[src/rtl/crossbar_pkg.sv]
// rtl/crossbar_pkg.sv - shared constants, slave FSM state and width helpers for crossbar_nxm
package crossbar_pkg;

  localparam logic CMD_RD = 1'b0;
  localparam logic CMD_WR = 1'b1;

  typedef enum logic {
    IDLE = 1'b0,
    BUSY = 1'b1
  } slave_state_e;

  // Number of top address bits that pick a slave.
  function automatic int sel_w(input int ns);
    return $clog2(ns);
  endfunction

  // Width of a master index; never zero so a single-master build still has a register.
  function automatic int idx_w(input int nm);
    return (nm > 1) ? $clog2(nm) : 1;
  endfunction

endpackage

[src/rtl/xbar_arbiter.sv]
// rtl/xbar_arbiter.sv - per-slave arbiter holding a grant until ack or abort (CROSSBAR_RR_EN selects round-robin)
module xbar_arbiter
  import crossbar_pkg::*;
#(
  parameter int NM    = 2,
  parameter int OWN_W = 1
) (
  input  logic             clk,
  input  logic             reset,
  input  logic [NM-1:0]    req,
  input  logic             ack,
  output logic [OWN_W-1:0] owner,
  output logic             busy,
  output logic [OWN_W-1:0] ptr
);

  slave_state_e     state_q;
  logic [OWN_W-1:0] owner_q;
  logic [OWN_W-1:0] grant;
  logic             owner_live;
  logic             done;

  // A transaction only stays alive while its owner still requests this slave.
  assign owner_live = req[owner_q];
  assign done       = (state_q == BUSY) && owner_live && ack;

  // Pick the first requester at or after the pointer, wrapping modulo NM.
  always_comb begin
    grant = '0;
    for (int k = NM - 1; k >= 0; k--) begin
      if (req[(int'(ptr) + k) % NM]) grant = OWN_W'((int'(ptr) + k) % NM);
    end
  end

  // Slave FSM: latch an owner from IDLE, release on ack or when the owner walks away.
  always_ff @(posedge clk) begin
    if (reset) begin
      state_q <= IDLE;
      owner_q <= '0;
    end else begin
      case (state_q)
        IDLE: begin
          if (|req) begin
            owner_q <= grant;
            state_q <= BUSY;
          end
        end
        BUSY: begin
          if (!owner_live || done) state_q <= IDLE;
        end
        default: state_q <= IDLE;
      endcase
    end
  end

`ifdef CROSSBAR_RR_EN
  logic [OWN_W-1:0] ptr_q;

  // Move priority just past the master that completed; aborts leave it alone.
  always_ff @(posedge clk) begin
    if (reset) begin
      ptr_q <= '0;
    end else if (done) begin
      ptr_q <= OWN_W'((int'(owner_q) + 1) % NM);
    end
  end

  assign ptr = ptr_q;
`else
  assign ptr = '0;
`endif

  assign owner = owner_q;
  assign busy  = (state_q == BUSY);

endmodule

[src/rtl/crossbar_nxm.sv]
// rtl/crossbar_nxm.sv - NM x NS crossbar top: address decode, per-slave arbiters, data muxes (option CROSSBAR_RR_EN)
module crossbar_nxm
  import crossbar_pkg::*;
#(
  parameter int NM     = 2,
  parameter int NS     = 2,
  parameter int ADDR_W = 32,
  parameter int DATA_W = 32
) (
  input  logic                         clk,
  input  logic                         reset,
  input  logic [NM-1:0]                m_req,
  input  logic [NM-1:0]                m_cmd,
  input  logic [NM-1:0][ADDR_W-1:0]    m_addr,
  input  logic [NM-1:0][DATA_W-1:0]    m_wdata,
  output logic [NM-1:0]                m_ack,
  output logic [NM-1:0][DATA_W-1:0]    m_rdata,
  output logic [NS-1:0]                s_req,
  output logic [NS-1:0]                s_cmd,
  output logic [NS-1:0][ADDR_W-1:0]    s_addr,
  output logic [NS-1:0][DATA_W-1:0]    s_wdata,
  input  logic [NS-1:0]                s_ack,
  input  logic [NS-1:0][DATA_W-1:0]    s_rdata
);

  localparam int SEL_W = sel_w(NS);
  localparam int OWN_W = idx_w(NM);

  logic [NS-1:0][NM-1:0]    req_vec;
  logic [NS-1:0][OWN_W-1:0] owner;
  logic [NS-1:0][OWN_W-1:0] ptr;
  logic [NS-1:0]            busy;

  for (genvar s = 0; s < NS; s++) begin : g_slave
    for (genvar i = 0; i < NM; i++) begin : g_dec
      assign req_vec[s][i] = m_req[i] && (m_addr[i][ADDR_W-1 -: SEL_W] == SEL_W'(s));
    end

    xbar_arbiter #(
      .NM    (NM),
      .OWN_W (OWN_W)
    ) u_arb (
      .clk   (clk),
      .reset (reset),
      .req   (req_vec[s]),
      .ack   (s_ack[s]),
      .owner (owner[s]),
      .busy  (busy[s]),
      .ptr   (ptr[s])
    );
  end

  // Forward the owner's request to each busy slave and steer its ack/rdata back.
  always_comb begin
    s_req   = '0;
    s_cmd   = '0;
    s_addr  = '0;
    s_wdata = '0;
    m_ack   = '0;
    m_rdata = '0;
    for (int s = 0; s < NS; s++) begin
      if (busy[s] && req_vec[s][owner[s]]) begin
        s_req[s]   = 1'b1;
        s_cmd[s]   = m_cmd[owner[s]];
        s_addr[s]  = m_addr[owner[s]];
        s_wdata[s] = m_wdata[owner[s]];
        if (s_ack[s]) begin
          m_ack[owner[s]]   = 1'b1;
          m_rdata[owner[s]] = s_rdata[s];
        end
      end
    end
  end

endmodule

[config.mk]
export PLATFORM = sky130hd
export DESIGN_NAME = crossbar_nxm
export DESIGN_NICKNAME = d
export VERILOG_FILES = /design/src/rtl/crossbar_pkg.sv /design/src/rtl/xbar_arbiter.sv /design/src/rtl/crossbar_nxm.sv
export SDC_FILE = /design/constraint.sdc
export NUM_CORES = 1
export LEC_CHECK = 0
export ABC_AREA = 1
export CAP_MARGIN = 15
export CORE_AREA = 4 4 152 154
export CTS_BUF_LIST = sky130_fd_sc_hd__clkbuf_8
export DETAILED_ROUTE_END_ITERATION = 12
export DIE_AREA = 0 0 156 158
export PLACE_DENSITY_LB_ADDON = 0.15
export SYNTH_ARGS = -nofsm -noshare
export SYNTH_HDL_FRONTEND = slang
export SYNTH_SLANG_ARGS = --single-unit
[constraint.sdc]
create_clock -name clk -period 1.65 [get_ports clk]
set_input_delay 0.33 -clock clk [delete_from_list [all_inputs] [get_ports clk]]
set_output_delay 0.33 -clock clk [all_outputs]
set_load 0.05 [all_outputs]
Word-level counts from Yosys, hierarchy flattened
Cells that the tools add are included.
- logic and storage cells: 83
- flip-flop bits (word level): 4
- bits of input ports: 200
- bitwise logic cells: 6
- magnitude comparators: 4
- multiplexer cells: 51
- reduce and logical (&&, ||, !) cells: 18
- operators with widths (kind ; count):
    $mux W32 ; 14
    $mux W64 ; 4
    $and A64 B64 Y64 ; 1
    $bwmux W64 ; 1
    $demux W32 S1 ; 2
    $mux W1 ; 22
    $logic_and A1 B1 Y1 ; 10
    $mux W2 ; 4
    $lt A1 B2 Y1 const B ; 2
    $not A1 Y1 ; 4
    $pmux W1 S2 ; 2
    $reduce_and A2 Y1 ; 2
    $reduce_or A2 Y1 ; 2
    $demux W1 S1 ; 2
    $ge A1 B1 Y1 const B ; 2
    $logic_not A1 Y1 ; 2
    $logic_or A1 B1 Y1 ; 2
    $or A2 B2 Y2 ; 1

Depth between registers and ports, before layout
Gate-level depths: netlist (run 1).
- depth in word-level cells: 10
- mapped depth: 8

Hierarchy
A second synthesis (run 1) with hierarchy kept.
- cell total of the unflattened synthesis: 782
- area total of the unflattened synthesis: 3428.3 um^2
- modules (own cells, without submodules) (module ; sequential area each (um^2) ; cells each ; area an instance (um^2) ; instances):
    crossbar_nxm ; 0.0 ; 748 ; 3210.6 ; 1
    xbar_arbiter ; 40.0 ; 17 ; 108.9 ; 2

Worst setup path before layout (run 1)
OpenSTA, ideal clock, no wires.
- path type: input to output
- start: input m_req[0]
- end: output s_addr[32] (netlist name)
- slack: -668 ps
- data arrival time: 1988 ps
- stages on the path: 7
- cells stage by stage: nand2_1 inv_1 nor2_2 nor2_4 inv_2 buf_6 a21oi_1
- RTL lines (item ; line ; source):
    start: declaration ; crossbar_nxm.sv:12 ; input logic [NM-1:0] m_req,
    end: declaration ; crossbar_nxm.sv:20 ; output logic [NS-1:0][ADDR_W-1:0] s_addr,

==> flow_summary.ini, run 1 <==
[floorplan]
num_io_pins = 398
die_area_mm2 = 0.0246
rows = 54
coreArea_mm2 = 0.0217
die_y_um = 158
initial_utilization = 0.153
die_w_um = 156

[cts]
cts_htree_levels = 1
clock_latency_ns = 0.22
cts_tree = built
numCtsBuffers = 3
clock_sinks = 4
clk_pin_slew_ns = 0.04
cts-root-buf = clkbuf_8
cts_buffer_depth = 2

[setup_path]
critPathRequiredTime_ns = 1.32
start_kind = register
critPathKind = reg2out
path_cells = inv_6 > nand2_4 > nand3_4 > buf_12 > nor2_4 > nor2_8 > clkbuf_16 > nor2_4 > buf_8
crit_arrival_ns = 1.62
slowest_delay_ns = 0.38
critPathCaptureType = primary output
worst_path_max_delay_cell = dfxtp_4
crit_top_cell = nor2_4
cp_max_fo = 6

[placement]
post_dp_cell_area_mm2 = 0.0106
pre_cts_ws_ns = -0.810
hpwl_um = 20100
port_buffers = 396
post-place-cells = 1376
gp_congestion = 0.849

[worst_hold_path]
holdCritPathClass = in2reg

[synth]
avgSynthCellArea_um2 = 4.70
yosys.cell_types.count = 25
synthCells = 707
yosysWarnings = 0
yosys_register_bits = 4
netlist_area_mm2 = 0.00332
yosysSeqAreaShare = 0.0241
syn_nets = 907

[timing]
rsz0062_at_grt = yes
fin_skew_ns = 0.0000495
setup_viol = 195
finalMaxSlewViolations = 0
worst_slack_ns = -0.303
hold_viol = 0
fin_crit_ns = 1.95
holdWs_ns = 0.550
fmax_mhz = 512
fin_crit_sh = 1.18

[power_and_ir_drop]
power_density_mw_per_mm2 = 255
ir_worst_vdd_mv = 0.180
leakagePower_nw = 4.86
total_power_mw = 3.32

[grt]
first_global_vias = 7207
grt_max_degree = 41
grt_pass1_wl_um = 42600
track_usage = 0.221
grt_overflow_total = 0
antenna_found_initial = 0

[cells_and_area]
fillers = 1796
fin_area_mm2 = 0.0130
final_nets = 1356
n_antenna_cell = 0
drive_gt1_frac = 0.502
final_common_cell = nand2_1
final_cell_mix = 286 x nand2_1, 193 x clkdlybuf4s50_1, 147 x buf_12, 128 x a21oi_4, 71 x buf_6
finalNonFillerCells = 1435
syn2layout_area_growth_pct = 292

[detailed_routing]
vias_per_cell = 4.81
vias = 6904
drtIter0Drc = 280
drtAntennaViolNets = 0
routedWlPerCell_um = 21.1
drt_first_pass_iters = 5
drt-total-wl_um = 30300
drc_errors = 0

[flow_run]
max-cap-violations = 0

[outcome]
failed_checks = negative setup slack
outcome = finished with violations
worst max-delay path, delay by kind of cell (launching register included):
kind          cells  cell delay [ns]
buf+inv           4             0.53
simple gates      5             0.46
flops             1             0.38
per-stage QoR:
stage | setup TNS, ns | utilization
detailed placement | -122.66 | 0.488
floorplan | -20.07 | -
global route | -56.97 | 0.600
CTS | -49.21 | 0.580
finish | -45.98 | 0.600
global placement | -119.90 | 0.488
where the power goes:
group	internal, mW	switching [mW]	leakage [nW]
Sequential	0.104	0.0105	0.0347
Clock	0.160	0.0615	0.0269
Combinational	1.37	1.61	4.80
kinds of logic (layout without fill, tap and decap cells):
logic type / count (synthesis) / after routing / synth area share
other: 1 / 1 / 0.00113
AND/OR/NAND/NOR: 384 / 384 / 0.479
buffers and inverters: 105 / 553 / 0.169
AO/OA/AOI/OAI: 213 / 213 / 0.326
flip-flops: 4 / 4 / 0.0241
layer usage:
| layer | vias to the layer above | track usage | wire (um) |
|---|---|---|---|
| met3 | 55 | 0.0631 | 2500 |
| met1 | 3288 | 0.238 | 10900 |
| li1 | 3239 | - | - |
| met2 | 322 | 0.406 | 15900 |
| met5 | - | 0 | 0 |
| met4 | 0 | 0.0863 | 1040 |
Yosys cell counts:
cell	number	share of area
buf_4	7	0.016
nor2_2	10	0.019
buf_2	12	0.018
inv_2	5	0.0057
nand4_2	2	0.0075
o21ai_1	6	0.0090
inv_4	1	0.0019
dfxtp_1	4	0.024
o22ai_1	10	0.019
nand3_4	1	0.0053
conb_1	1	0.0011
nor2_4	2	0.0068
clkbuf_2	2	0.0030
o21ai_0	63	0.095
nor2_8	1	0.0060
nand3_1	46	0.069
inv_1	33	0.037
buf_6	16	0.054
a21oi_1	132	0.20
a211oi_1	2	0.0045
clkbuf_1	29	0.033
nand4_1	1	0.0019
nor2_1	10	0.011
nand2_2	1	0.0019
nand2_1	310	0.35
state kept, by name, summed over array words and instances, names as in the netlist:
signal	cells
g_slave.u_arb.busy	2
g_slave.u_arb.owner	2
path summary, 6_finish.rpt:
check / start / to / slack (ns) / depth (start not counted)
min reg2reg: g_slave[1].u_arb.busy / g_slave[1].u_arb.owner / 0.63 / 3
max reg2reg: g_slave[1].u_arb.owner / g_slave[1].u_arb.busy / 0.48 / 7
min: m_addr[63] / g_slave[0].u_arb.owner / 0.55 / 6
max: g_slave[0].u_arb.owner / m_rdata[20] / -0.30 / 9
timing repair:
item	4_1_cts	5_1_grt
endpoints found under the setup margin	197	196
gates cloned	23	9
buffers inserted	22	6
hold buffers	0	0
pin swaps	39	12
resized for setup	287	75
hold endpoints to repair	0	0
layout make-up:
cell class / instances / area [um^2] / share of cell area
timing repair buffer: 510 / 7280 / 0.559
multi-input combinational: 598 / 5070 / 0.390
tap: 280 / 350 / 0.0269
inverter: 39 / 181 / 0.0139
sequential: 4 / 88.8 / 0.00683
clock buffer: 3 / 41.3 / 0.00317
clock inverter: 1 / 3.75 / 0.000289
No activity file was read; power rests on OpenSTA's default activity.
==> run 2: changes to the inputs <==
--- a/config.mk
+++ b/config.mk
@@ -6,6 +6,7 @@
 export NUM_CORES = 1
 export LEC_CHECK = 0
 export ABC_AREA = 1
+export ABC_CLOCK_PERIOD_IN_PS = 1650
 export CAP_MARGIN = 15
 export CORE_AREA = 4 4 152 154
 export CTS_BUF_LIST = sky130_fd_sc_hd__clkbuf_8
==> results of run 2 <==
The final DEF is identical to that of run 1; final timing and power are the same.
